File: src/rtl/lsu_ctrl_if.sv
// rtl/lsu_ctrl_if.sv - pipeline-side and data-bus-side signals of the load/store sequencer
// master = pipeline/memory environment, slave = lsu_ctrl
interface lsu_ctrl_if;
  logic        op_valid;
  logic        op_load;
  logic        op_store;
  logic [1:0]  op_size;
  logic        op_unsigned;
  logic [31:0] addr;
  logic [31:0] wdata;
  logic        stall;
  logic [31:0] rdata_out;
  logic        rdata_valid;
  logic        exc_adel;
  logic        exc_ades;
  logic        bus_err;
  logic [31:0] badvaddr;
  logic        mem_req;
  logic        mem_we;
  logic [31:0] mem_addr;
  logic [3:0]  mem_be;
  logic [31:0] mem_wdata;
  logic        mem_ack;
  logic [31:0] mem_rdata;

  modport master (
    output op_valid, op_load, op_store, op_size, op_unsigned, addr, wdata,
    output mem_ack, mem_rdata,
    input  stall, rdata_out, rdata_valid, exc_adel, exc_ades, bus_err, badvaddr,
    input  mem_req, mem_we, mem_addr, mem_be, mem_wdata
  );

  modport slave (
    input  op_valid, op_load, op_store, op_size, op_unsigned, addr, wdata,
    input  mem_ack, mem_rdata,
    output stall, rdata_out, rdata_valid, exc_adel, exc_ades, bus_err, badvaddr,
    output mem_req, mem_we, mem_addr, mem_be, mem_wdata
  );
endinterface

File: src/rtl/lsu_ctrl.sv
// rtl/lsu_ctrl.sv - load/store sequencer: alignment check, lane steering, stall and bus timeout
// One access in flight at a time: IDLE accepts, WAIT holds the bus request, DONE reports for one cycle.
module lsu_ctrl #(
  parameter int TIMEOUT = 255
) (
  input logic     clk,
  input logic     rst,
  lsu_ctrl_if.slave bus
);

  typedef enum logic [1:0] {IDLE, WAIT, DONE} state_e;

  state_e      state_q, state_d;
  logic [9:0]  cnt_q, cnt_d;
  logic [31:0] addr_q, addr_d;
  logic [31:0] wdata_q, wdata_d;
  logic [31:0] rdata_q, rdata_d;
  logic [31:0] badv_q, badv_d;
  logic [3:0]  be_q, be_d;
  logic [1:0]  size_q, size_d;
  logic        uns_q, uns_d;
  logic        load_q, load_d;
  logic        err_q, err_d;

  logic        access, misaligned;
  logic [3:0]  be_calc;
  logic [31:0] wdata_calc;
  logic [7:0]  ld_b;
  logic [15:0] ld_h;
  logic [31:0] ld_ext;

  // Reset also masks the request so combinational outputs fall with it.
  assign access     = bus.op_valid & (bus.op_load | bus.op_store) & ~rst;
  assign misaligned = (bus.op_size == 2'b01 && bus.addr[0]) ||
                      (bus.op_size[1] && bus.addr[1:0] != 2'b00);

  always_comb begin
    be_calc    = 4'b1111;
    wdata_calc = bus.wdata;
    case (bus.op_size)
      2'b00: begin
        be_calc    = 4'b0001 << bus.addr[1:0];
        wdata_calc = {4{bus.wdata[7:0]}};
      end
      2'b01: begin
        be_calc    = bus.addr[1] ? 4'b1100 : 4'b0011;
        wdata_calc = {2{bus.wdata[15:0]}};
      end
      default: ;
    endcase
  end

  always_comb begin
    ld_b   = bus.mem_rdata[{addr_q[1:0], 3'b000} +: 8];
    ld_h   = addr_q[1] ? bus.mem_rdata[31:16] : bus.mem_rdata[15:0];
    ld_ext = bus.mem_rdata;
    case (size_q)
      2'b00:   ld_ext = {{24{~uns_q & ld_b[7]}}, ld_b};
      2'b01:   ld_ext = {{16{~uns_q & ld_h[15]}}, ld_h};
      default: ;
    endcase
  end

  always_comb begin
    state_d      = state_q;
    cnt_d        = cnt_q;
    addr_d       = addr_q;
    wdata_d      = wdata_q;
    rdata_d      = rdata_q;
    badv_d       = badv_q;
    be_d         = be_q;
    size_d       = size_q;
    uns_d        = uns_q;
    load_d       = load_q;
    err_d        = err_q;
    bus.stall    = 1'b0;
    bus.exc_adel = 1'b0;
    bus.exc_ades = 1'b0;
    bus.badvaddr = badv_q;
    case (state_q)
      IDLE: begin
        if (access) begin
          if (misaligned) begin
            bus.exc_adel = bus.op_load;
            bus.exc_ades = ~bus.op_load;
            bus.badvaddr = bus.addr;
          end else begin
            bus.stall = 1'b1;
            addr_d    = bus.addr;
            wdata_d   = wdata_calc;
            be_d      = be_calc;
            size_d    = bus.op_size;
            uns_d     = bus.op_unsigned;
            load_d    = bus.op_load;
            err_d     = 1'b0;
            cnt_d     = '0;
            state_d   = WAIT;
          end
        end
      end
      WAIT: begin
        bus.stall = 1'b1;
        if (bus.mem_ack) begin
          if (load_q) rdata_d = ld_ext;
          state_d = DONE;
        end else if (cnt_q == 10'(TIMEOUT - 1)) begin
          rdata_d = '0;
          badv_d  = addr_q;
          err_d   = 1'b1;
          state_d = DONE;
        end else begin
          cnt_d = cnt_q + 10'd1;
        end
      end
      DONE:    state_d = IDLE;
      default: state_d = IDLE;
    endcase
  end

  always_ff @(posedge clk or posedge rst) begin
    if (rst) begin
      state_q <= IDLE;
      cnt_q   <= '0;
      addr_q  <= '0;
      wdata_q <= '0;
      rdata_q <= '0;
      badv_q  <= '0;
      be_q    <= '0;
      size_q  <= '0;
      uns_q   <= 1'b0;
      load_q  <= 1'b0;
      err_q   <= 1'b0;
    end else begin
      state_q <= state_d;
      cnt_q   <= cnt_d;
      addr_q  <= addr_d;
      wdata_q <= wdata_d;
      rdata_q <= rdata_d;
      badv_q  <= badv_d;
      be_q    <= be_d;
      size_q  <= size_d;
      uns_q   <= uns_d;
      load_q  <= load_d;
      err_q   <= err_d;
    end
  end

  assign bus.mem_req     = (state_q == WAIT);
  assign bus.mem_we      = ~load_q & (state_q != IDLE);
  assign bus.mem_addr    = {addr_q[31:2], 2'b00};
  assign bus.mem_be      = be_q;
  assign bus.mem_wdata   = wdata_q;
  assign bus.rdata_out   = rdata_q;
  assign bus.rdata_valid = (state_q == DONE) & load_q;
  assign bus.bus_err     = (state_q == DONE) & err_q;

endmodule

File: src/flat_wrapper.sv
// flat-port wrapper written by rule: the top's interface ports become plain ports
module lsu_ctrl_flat 
#(
  parameter int TIMEOUT = 255
)
  (clk, rst, bus_op_valid, bus_op_load, bus_op_store, bus_op_size, bus_op_unsigned, bus_addr, bus_wdata, bus_mem_ack, bus_mem_rdata, bus_stall, bus_rdata_out, bus_rdata_valid, bus_exc_adel, bus_exc_ades, bus_bus_err, bus_badvaddr, bus_mem_req, bus_mem_we, bus_mem_addr, bus_mem_be, bus_mem_wdata);
  lsu_ctrl_if bus_i ();
  input logic clk;
  input logic rst;
  input wire logic [$bits(bus_i.op_valid)-1:0] bus_op_valid;
  input wire logic [$bits(bus_i.op_load)-1:0] bus_op_load;
  input wire logic [$bits(bus_i.op_store)-1:0] bus_op_store;
  input wire logic [$bits(bus_i.op_size)-1:0] bus_op_size;
  input wire logic [$bits(bus_i.op_unsigned)-1:0] bus_op_unsigned;
  input wire logic [$bits(bus_i.addr)-1:0] bus_addr;
  input wire logic [$bits(bus_i.wdata)-1:0] bus_wdata;
  input wire logic [$bits(bus_i.mem_ack)-1:0] bus_mem_ack;
  input wire logic [$bits(bus_i.mem_rdata)-1:0] bus_mem_rdata;
  output wire logic [$bits(bus_i.stall)-1:0] bus_stall;
  output wire logic [$bits(bus_i.rdata_out)-1:0] bus_rdata_out;
  output wire logic [$bits(bus_i.rdata_valid)-1:0] bus_rdata_valid;
  output wire logic [$bits(bus_i.exc_adel)-1:0] bus_exc_adel;
  output wire logic [$bits(bus_i.exc_ades)-1:0] bus_exc_ades;
  output wire logic [$bits(bus_i.bus_err)-1:0] bus_bus_err;
  output wire logic [$bits(bus_i.badvaddr)-1:0] bus_badvaddr;
  output wire logic [$bits(bus_i.mem_req)-1:0] bus_mem_req;
  output wire logic [$bits(bus_i.mem_we)-1:0] bus_mem_we;
  output wire logic [$bits(bus_i.mem_addr)-1:0] bus_mem_addr;
  output wire logic [$bits(bus_i.mem_be)-1:0] bus_mem_be;
  output wire logic [$bits(bus_i.mem_wdata)-1:0] bus_mem_wdata;
  assign bus_i.op_valid = bus_op_valid;
  assign bus_i.op_load = bus_op_load;
  assign bus_i.op_store = bus_op_store;
  assign bus_i.op_size = bus_op_size;
  assign bus_i.op_unsigned = bus_op_unsigned;
  assign bus_i.addr = bus_addr;
  assign bus_i.wdata = bus_wdata;
  assign bus_i.mem_ack = bus_mem_ack;
  assign bus_i.mem_rdata = bus_mem_rdata;
  assign bus_stall = bus_i.stall;
  assign bus_rdata_out = bus_i.rdata_out;
  assign bus_rdata_valid = bus_i.rdata_valid;
  assign bus_exc_adel = bus_i.exc_adel;
  assign bus_exc_ades = bus_i.exc_ades;
  assign bus_bus_err = bus_i.bus_err;
  assign bus_badvaddr = bus_i.badvaddr;
  assign bus_mem_req = bus_i.mem_req;
  assign bus_mem_we = bus_i.mem_we;
  assign bus_mem_addr = bus_i.mem_addr;
  assign bus_mem_be = bus_i.mem_be;
  assign bus_mem_wdata = bus_i.mem_wdata;
  lsu_ctrl #(.TIMEOUT(TIMEOUT)) u_core (.clk(clk), .rst(rst), .bus(bus_i));
endmodule
File: config.mk
export PLATFORM = sky130hd
export DESIGN_NAME = lsu_ctrl_flat
export DESIGN_NICKNAME = d
export VERILOG_FILES = /design/src/rtl/lsu_ctrl_if.sv /design/src/rtl/lsu_ctrl.sv /design/src/flat_wrapper.sv
export SDC_FILE = /design/constraint.sdc
export NUM_CORES = 1
export LEC_CHECK = 0
export BUFFER_PORTS_ARGS = -buffer_cell sky130_fd_sc_hd__buf_2
export CAP_MARGIN = 15
export CORE_MARGIN = 2
export CORE_UTILIZATION = 51
export DETAILED_ROUTE_END_ITERATION = 12
export GPL_TIMING_DRIVEN = 0
export PLACE_DENSITY = 0.91
export SLEW_MARGIN = 20
export SYNTH_ARGS = -nofsm -noshare
export SYNTH_HDL_FRONTEND = slang
export SYNTH_SLANG_ARGS = --single-unit
export TNS_END_PERCENT = 20
File: constraint.sdc
create_clock -name clk -period 5.8 [get_ports clk]
set_input_delay 0.58 -clock clk [delete_from_list [all_inputs] [get_ports clk]]
set_output_delay 0.58 -clock clk [all_outputs]
set_load 0.05 [all_outputs]
==> results_dict.tcl <==
set metrics [dict create \
    end_kind "output port" \
    final_cell_mix "buf_2, dfrtp_1, mux2_2" \
    ys_async_sr_fraction 1.00 \
    min_period_ns 3.77 \
    drtIter0Drc 521 \
    fp.dieArea_sq_mm 0.0157 \
    cts_htree_levels 4 \
    die_h_um 125 \
    critical_path.max_fanout 10 \
    via_count 6357 \
    grt_start_max_net_pins 77 \
    dpl-instance-area_sq_mm 0.00894 \
    ys.flop_type "dfrtp_1" \
    syn_area_per_cell_sq_um 11.1 \
    fin_skew_ns 0.00560 \
    clock-sinks 149 \
    tns_ns 0 \
    wl_per_cell_um 17.8 \
    cap_violations 0 \
    yosys_register_bits 149 \
    clockRootBuffer "clkbuf_16" \
    ctsResizeCount 0 \
    num-fill-cells 1112 \
    finish.instance_area_sq_mm 0.00954 \
    grt_usage 0.257 \
    num_io_pins 244 \
    gp_congestion 0.883 \
    required_ns 5.22 \
    cp.arrival_ns 3.19 \
    final_antenna_net_count 0 \
    power.leakage_nw 4.80 \
    power.total_mw 4.51 \
    vias_per_cell 5.63 \
    drive_gt1_frac 0.465 \
    finalSetupViolations 0 \
    hold_viol_final 0 \
    timing.final.max_slew_violations 0 \
    drtPass1Iterations 5 \
    critPathKind "register to output port" \
    setup.worst_path.start "u_core.state_q[1]" \
    synth_seq_area_share 0.498 \
    die_w_um 125 \
    hp-class "primary input to async pin" \
    cts_made_buffers 17 \
    cts_tree "done" \
    timing.rr.start "u_core.cnt_q[0]" \
    start_util 0.519 \
    rsz0062_at_grt "false" \
    place_ws_ns 2.22 \
    cts_setup_buffers 0 \
    ir_drop_mv 0.273 \
    synth_edf_count 0 \
    relSlewSlack 0.505 \
    syn_to_final_growth_pct 27.5 \
    power.density_mw_per_mm2 472 \
    grt-ovfl-total 0 \
    status "finished, final reports clean" \
    drc 0 \
    clockBufferDepth 2 \
    yosysWarnings 0 \
    final_common_cell "buf_2" \
    hpwlAfterDp_um 15000 \
    synth_cells 673 \
    grt_pass1_vias 6246 \
    nets 1039 \
    routed_wl_um 20100 \
    hold_buffers 0 \
    clk_latency_ns 0.42 \
    synth_area_sq_mm 0.00748 \
    max_freq_mhz 265 \
    portBuffers 238 \
    worst-slew-pin-transition_ns 0.742 \
    clk_pin_slew_ns 0.06 \
    finalCritPeriodShare 0.651 \
    layout_setup_ws_ns 2.03 \
    std_cell_rows 44 \
    grt_pass1_wl_um 32400 \
    cp-start-kind "register" \
    yosysUniqueCellTypes 53 \
    core_area_sq_mm 0.0144 \
    antenna_found_initial 0 \
]
==> critical path: stages (launching register included) <==
cell     delay, ns
dfrtp_1       0.45
nor4b_2       0.46
o21ai_0       0.38
nor3_2        0.65
buf_6         0.26
mux2_2        0.36
buf_2         0.21
==> kinds of logic after synthesis <==
family / synth area share
DFF: 0.498
and+or+nand+nor: 0.102
muxes: 0.209
AOI/OAI and AO/OA: 0.116
buffers and inverters: 0.0670
xor gates and xnor gates: 0.00351
adders and majority gates: 0.00334
other: 0.000501
==> metrics by stage <==
stage          cells  hold slack [ns]   util
3_3_place_gp    1096            0.457  0.618
5_1_grt         1129            0.256  0.661
2_1_floorplan    674            0.459      -
6_report        1130            0.224  0.662
4_1_cts         1129            0.238  0.661
3_5_place_dp    1097            0.466  0.620
==> sequential cells by signal (all words and copies together) (netlist names) <==
register              count
u_core.addr_q            32
u_core.badv_q            32
u_core.bus.mem_be         4
u_core.bus.mem_wdata     32
u_core.bus.rdata_out     32
u_core.cnt_q             10
u_core.err_q              1
u_core.load_q             1
u_core.size_q             2
u_core.state_q            2
u_core.uns_q              1
==> path summary, 6_finish.rpt <==
kind | slack, ns | cells after the start | to
min in group clk | 0.40 | 2 | u_core.uns_q
setup / recovery | 2.03 | 6 | bus_badvaddr[4]
hold / removal | 0.22 | 2 | u_core.cnt_q[5]
hold reg to reg | 0.47 | 2 | u_core.bus.mem_wdata[25]
max in group asynchronous | 4.85 | 3 | u_core.badv_q[21]
setup reg to reg | 3.27 | 7 | u_core.bus.rdata_out[9]
==> final cells by class <==
type                            instances  area [sq um]  share of cell area
Sequential cell                       149          3730               0.391
Inverter                               11          48.8             0.00511
Buffer                                 79           460              0.0482
Tap cell                              184           230              0.0241
Clock buffer                           17           425              0.0446
Timing Repair Buffer                  239          1220               0.128
Multi-Input combinational cell        435          3260               0.341
Clock inverter                         15           171              0.0180
Antenna cell                            1          2.50            0.000262
==> power breakdown <==
| part | internal (mW) | leakage (nW) | switching [mW] | total, mW |
|---|---|---|---|---|
| clock | 0.644 | 0.279 | 0.468 | 1.11 |
| sequential | 1.30 | 1.89 | 0.173 | 1.48 |
| combinational | 0.547 | 2.63 | 1.37 | 1.92 |
==> synthesized netlist by cell type, types with 3 or more instances <==
library cell / number / share of area
and3_1: 4 / 0.0033
buf_1: 4 / 0.0020
buf_2: 10 / 0.0067
nor2_1: 24 / 0.012
o21a_1: 4 / 0.0040
mux2i_1: 27 / 0.036
mux2_2: 114 / 0.17
clkbuf_1: 27 / 0.014
o21ai_0: 48 / 0.032
inv_1: 10 / 0.0050
dfrtp_1: 149 / 0.50
nor4_1: 3 / 0.0025
nand2b_1: 10 / 0.0084
a21oi_1: 30 / 0.020
a31oi_1: 16 / 0.013
nand2_1: 51 / 0.026
and3b_1: 7 / 0.0082
buf_4: 34 / 0.034
nand3_1: 6 / 0.0040
or3_1: 8 / 0.0067
a32oi_1: 4 / 0.0047
a32o_1: 9 / 0.012
nor3_1: 22 / 0.015
o2bb2ai_1: 7 / 0.0082
o221ai_1: 3 / 0.0035
a211o_1: 8 / 0.0094
buf_6: 3 / 0.0045
==> routing by layer <==
metal,wire length [um],part of all wire,GRT usage,vias to the layer above
met1,8230,0.41,0.329,3112
met5,0,0,0,-
met3,1400,0.069,0.0616,49
met2,9880,0.49,0.422,286
met4,598,0.030,0.106,0
li1,-,-,-,2910
No activity file was read; power rests on OpenSTA's default activity.
